## config.mk

```make
export PLATFORM = sky130hd
export DESIGN_NAME = bsg_two_fifo_arst
export DESIGN_NICKNAME = d
export VERILOG_FILES = /design/src/rtl/bsg_two_fifo_arst.sv
export SDC_FILE = /design/constraint.sdc
export NUM_CORES = 1
export LEC_CHECK = 0
export ABC_CLOCK_PERIOD_IN_PS = 2400
export CAP_MARGIN = 15
export CORE_MARGIN = 2
export CORE_UTILIZATION = 52
export DETAILED_ROUTE_END_ITERATION = 10
export PLACE_DENSITY_LB_ADDON = 0.15
export SLEW_MARGIN = 10
export SYNTH_ARGS = -nofsm -noshare
export SYNTH_HDL_FRONTEND = slang
export SYNTH_SLANG_ARGS = --single-unit
```

## constraint.sdc

```tcl
create_clock -name clk_i -period 2.4 [get_ports clk_i]
set_clock_uncertainty 0.2 [all_clocks]
set_input_delay 0.6 -clock clk_i [delete_from_list [all_inputs] [get_ports clk_i]]
set_output_delay 0.6 -clock clk_i [all_outputs]
set_load 0.03 [all_outputs]
```

## src/rtl/bsg_two_fifo_arst.sv

```systemverilog
// ---------------------------------------------------------------------------
// bsg_two_fifo_arst
//
// Two-entry ready/valid FIFO that sits in front of the registered datapath
// stage. It decouples producer and consumer backpressure. Both ready_o and
// v_o come straight from state flags, so no input reaches them
// combinationally. With two entries the FIFO still sustains one word per
// cycle under continuous flow.
//
// Ports
//   clk_i      : clock, rising edge
//   reset_n_i  : asynchronous active-low reset; clears pointers, flags, storage
//   v_i        : producer presents a valid word on data_i
//   data_i     : write data, width_p bits
//   ready_o    : FIFO can accept a word this cycle (not full)
//   v_o        : data_o holds a valid word (not empty)
//   data_o     : oldest stored word, read directly from storage
//   yumi_i     : consumer takes data_o this cycle (legal only while v_o=1)
// ---------------------------------------------------------------------------
module bsg_two_fifo_arst #(
  parameter int width_p = 16
) (
  input  logic               clk_i,
  input  logic               reset_n_i,
  input  logic               v_i,
  input  logic [width_p-1:0] data_i,
  output logic               ready_o,
  output logic               v_o,
  output logic [width_p-1:0] data_o,
  input  logic               yumi_i
);

  logic [width_p-1:0] mem [2];
  logic               wptr;
  logic               rptr;
  logic               empty_r;
  logic               full_r;

  logic               enq;
  logic               deq;

  // A yumi_i with nothing stored is a protocol violation. Masking it with
  // ~empty_r keeps the pointers and flags unchanged when it happens.
  assign enq = v_i & ~full_r;
  assign deq = yumi_i & ~empty_r;

  assign ready_o = ~full_r;
  assign v_o     = ~empty_r;
  assign data_o  = mem[rptr];

  // NOTE: the storage entries sit in the reset branch on purpose. data_o is
  // read straight from mem, and it must show 0 while in reset. That rules out
  // a reset-less RAM for this block.
  always_ff @(posedge clk_i or negedge reset_n_i) begin
    if (!reset_n_i) begin
      for (int i = 0; i < 2; i++) begin
        mem[i] <= '0;
      end
      wptr    <= 1'b0;
      rptr    <= 1'b0;
      empty_r <= 1'b1;
      full_r  <= 1'b0;
    end else begin
      // NOTE: non-blocking assignments let every register sample the
      // pre-edge values. A simultaneous enq/deq therefore sees a consistent
      // occupancy, whatever order the statements appear in.
      if (enq) begin
        mem[wptr] <= data_i;
        wptr      <= ~wptr;
      end

      if (deq) begin
        rptr <= ~rptr;
      end

      // Occupancy moves only when exactly one side is active. An enq together
      // with a deq in ONE leaves both flags alone.
      if (enq && !deq) begin
        empty_r <= 1'b0;
        full_r  <= ~empty_r;   // ONE -> FULL, EMPTY -> ONE
      end else if (deq && !enq) begin
        full_r  <= 1'b0;
        empty_r <= ~full_r;    // ONE -> EMPTY, FULL -> ONE
      end
    end
  end

endmodule
```

== Word-level counts from Yosys, hierarchy flattened ==
Cells that the tools add are included.

* Output and inout bits: 18
* Flip-flop bits (word level): 36
* Logic and storage cells: 33

* Reductions and logical operators: 6
* Bitwise gates (word level): 8
* $lt $le $gt $ge: 3
* Multiplexer cells: 10

{| class="wikitable"
|+ Operator list
! kind !! number
|-
| $mux 16 || 4
|-
| $bwmux 32 || 1
|-
| $demux 16 s1 || 1
|-
| $ge 2x2->1 const B || 2
|-
| $mux 1 || 4
|-
| $not 1->1 || 4
|-
| $not 1->2 || 2
|-
| $logic_and 1x1->1 || 3
|-
| $and 1x1->1 || 2
|-
| $logic_not 1->1 || 2
|-
| $lt 2x1->1 const B || 1
|-
| $reduce_bool 2->1 || 1
|}

== Logic depth before layout (Yosys ltp) ==
* Depth in word-level cells: 6
* Mapped depth: 4
* Gate-level depth less buffers: 4

== Worst setup path after synthesis ==
Ideal clock, no wire load.

* Kind: register -> output
* Start: register rptr
* End: output port data_o[10]
* Arrival: 1.129 ns
* Cell stages (with the launch flop): 4
* Required time: 1.600 ns
* Path slack: 0.471 ns
* Path through: dfrtp_1 > buf_2 > buf_2 > mux2_2

* Longest elaborated chain between the ends: 4

{| class="wikitable"
|+ Ends and longest elaborated chain
! element !! line !! source
|-
| from (decl) || 35 || <nowiki>logic rptr;</nowiki>
|-
| from (signal assigned) || 73 || <nowiki>rptr <= ~rptr;</nowiki>
|-
| $not 1->2 (not written as such) || 49 || <nowiki>assign data_o = mem[rptr];</nowiki>
|-
| $mux 16 (not written as such) (3 in a row) || 49 ||
|-
| to (decl) || 29 || <nowiki>output logic [width_p-1:0] data_o,</nowiki>
|}

No other way between the ends. The select of a mux whose other input is x is not followed.

== Worst setup path after layout ==
* Start: register rptr
* End: output port data_o[15]

The elaborated chain is that of the path after synthesis.

==> run_results.csv <==
group,metric,value,unit
outcome,status,"finished clean",
timing,fin_crit,2.32,ns
yosys,synth_edf_count,0,
global_route,grt_max_degree,37,
cts,cts.sinks,36,
timing,hold_violations,0,
power,swShare,38.9,%
drt,vias_per_cell,5.34,
critical_path,critPathArrivalTime,1.52,ns
timing,finalSetupViolCount,0,
power,p_clk_share,11.3,%
timing,rsz0062_at_grt,"true",
place,io_buffers,37,
yosys,synth_warnings,0,
power,cellLeakagePower,0.882,nW
yosys,ys.flop_type,"dfrtp_1",
timing,maxSlewHeadroom,48.1,%
cts,htree_levels,2,
yosys,netlist_instances,102,
drt,totalWireLength,2.79,mm
timing,max_freq,431,MHz
drt,routed-via-count,956,
place,gp_congestion,0.591,
power,p_int,0.00191,W
yosys,netlist_top_cells_area,"dfrtp_1 (55%), mux2_2 (34%), dfstp_2 (1.7%)",
cts,cts_buffer_depth,2,
critical_path,reg2reg_slack,0.81,ns
cts,clk_pin_slew_worst_paths,0.10,ns
cts,hold_buffers,0,
floorplan,core_area,2980,um^2
floorplan,fp.dieArea,3510,um^2
global_route,antenna_found_initial,0,
cells_and_area,nNetsFinal,167,
timing,post-route-period-util,96.8,%
critical_path,worstSetupStartpointType,"flop",
timing,maxSlewViolCount,0,
floorplan,start_util,53.3,%
drt,drtAntennaViolNets,0,
yosys,ys_seq_area_share,56.9,%
power,p_total,0.00313,W
drt,first_pass_iters,3,
global_route,gr-total-overflow,0,
yosys,synth_top_area_cell,"dfrtp_1",
cells_and_area,diodes,0,
place,pre_cts_ws,0.0764,ns
drt,initialDrtViolationCount,14,
place,place_inst,172,
power,power.share.combinational,53.7,%
critical_path,cp_data_required_time,1.60,ns
cts,worstSkewPairLatency,0.33,ns
cts,cts_made_buffers,5,
timing,finalWorstSetupSlack,0.0778,ns
yosys,syn_area,1590,um^2
cts,cts-root-buf,"clkbuf_4",
yosys,synth_seq_cells,36,
yosys,synth.distinct_cells,17,
floorplan,dieWidth,59.2,um
global_route,grt_usage,19.7,%
critical_path,crit_path_max_fanout,12,
power,peakVddDrop,0.776,mV
timing,worst_pin_slew,0.778,ns
critical_path,rr_startpoint,"full_r$_DFFE_PN0P_",
yosys,synth_top_area_share,55.2,%
min_path,min_path_type,"in -> async",
critical_path,crit_path_end_kind,"output port",
yosys,ys_async_sr_fraction,100,%
job,drv_cap,0,
critical_path,timing.rr.end,"mem[21]$_DFFE_PN0P_",
floorplan,core.rowCount,20,
cells_and_area,area_growth,28.3,%
cells_and_area,fin_cells,179,
drt,wl_per_cell,15.6,um
yosys,synth.most_common_cell,"mux2_2",
place,dpl.hpwl,1.96,mm
cts,cts_tree,"yes",
power,seqPwrFrac,35.0,%
cells_and_area,layout-drive-gt1-share,54.1,%
global_route,grt_pass1_wl,5.01,mm
power,p_sw,0.00122,W
yosys,synth.avg_cell_area,15.6,um^2
power,p_per_area,1540,nW/um^2
critical_path,r2r_cells,3,
critical_path,critical_path_class,"reg -> out",
yosys,synth_nets,123,
yosys,synthTopCellsByCount,"mux2_2 (48), dfrtp_1 (35)",
floorplan,io_pins,38,
global_route,grt_pass1_vias,1105,
floorplan,fp.dieH,59.2,um
drt,remaining_drc_errors,0,
-- cells in the final DEF, fill, tap and decap left out --
| cell | netlist | layout |
|---|---|---|
| nand3b_4 | 1 | 1 |
| inv_1 | 2 | 2 |
| dfstp_2 | 1 | 1 |
| buf_2 | 2 | 1 |
| clkbuf_8 | 0 | 2 |
| nor3b_4 | 1 | 1 |
| dlymetal6s2s_1 | 0 | 1 |
| nor2b_1 | 1 | 1 |
| dfrtp_1 | 35 | 35 |
| o31ai_1 | 1 | 1 |
| clkbuf_2 | 0 | 8 |
| clkdlybuf4s15_2 | 0 | 8 |
| o21ai_0 | 1 | 1 |
| nand2b_1 | 2 | 2 |
| xnor2_1 | 1 | 1 |
| nand2_1 | 2 | 2 |
| buf_4 | 1 | 3 |
| mux2_2 | 48 | 48 |
| ha_1 | 1 | 1 |
| xor2_1 | 1 | 1 |
| clkbuf_4 | 0 | 5 |
| clkdlybuf4s50_1 | 0 | 19 |
| buf_6 | 1 | 1 |
-- how the worst max path moves through the flow --
stage	start	to	slack, ns	depth (start not counted)
after floorplan	rptr$_DFFE_PN0P_	data_o[10]	0.47	3
after global placement	rptr$_DFFE_PN0P_	data_o[11]	0.11	3
after detailed placement	rptr$_DFFE_PN0P_	data_o[12]	0.08	3
after CTS	rptr$_DFFE_PN0P_	data_o[10]	0.0008	3
after global routing	rptr$_DFFE_PN0P_	data_o[9]	-0.01	3
final	rptr$_DFFE_PN0P_	data_o[15]	0.08	3
-- stage by stage --
step | util, % | hold slack (ns) | instance area (um^2) | setup TNS [ns]
global placement | 67.0 | 0.275 | 1990 | 0
CTS | 69.5 | 0.153 | 2070 | 0
detailed placement | 67.0 | 0.285 | 1990 | 0
global route | 68.4 | 0.174 | 2040 | -0.0309
finish | 68.4 | 0.137 | 2040 | 0
floorplan | - | 0.104 | 1590 | 0
-- critical path: stages (launching register included) --
cell	delay (ns)
dfrtp_1	0.38
buf_6	0.18
mux2_2	0.35
clkdlybuf4s15_2	0.28
-- sequential cells by signal (all words and copies together), names as in the netlist --
register  count
full_r        1
empty_r       1
wptr          1
mem          32
rptr          1
-- kinds of logic (layout without fill, tap and decap cells) --
| kind of cell | count (synthesis) | in the layout | synth area share [%] |
|---|---|---|---|
| xor gates and xnor gates | 2 | 2 | 1.10 |
| DFF | 36 | 36 | 56.9 |
| adders and majority gates | 1 | 1 | 0.789 |
| buffers and inverters | 6 | 50 | 2.29 |
| AOI/OAI and AO/OA | 2 | 2 | 0.789 |
| and+or+nand+nor | 7 | 7 | 4.10 |
| muxes | 48 | 48 | 34.1 |
-- power by group through the flow --
stage	Sequential, W	Clock, W	Combinational (W)
6_report	0.00109	0.000355	0.00168
5_1_grt	0.00114	0.000397	0.00180
4_1_cts	0.00110	0.000370	0.00174
3_5_place_dp	0.00111	0	0.00183
3_3_place_gp	0.00108	0	0.00180
2_1_floorplan	0.00105	0	0.00125
-- layer usage --
metal	GRT usage (%)	share of wire, %	up-vias
li1	-	-	445
met1	21.5	40	483
met2	35.0	53	22
met3	6.33	5.2	6
met4	7.79	1.6	0
met5	0	0	-
-- final cells by class --
cell class              count  area (um^2)
flip-flops and latches     36          902
multi-input cells          60          648
repair buffers             41          372
inverters                   2         7.51
clock buffers               7         65.1
fillers                   230          942
well taps                  33         41.3
-- timing repair --
item                       4_1_cts  5_1_grt
cloned                           0        0
gates resized for setup         37       13
setup endpoints to repair       16       14
setup buffers                    0        0
(Power assumes the default switching activity.)
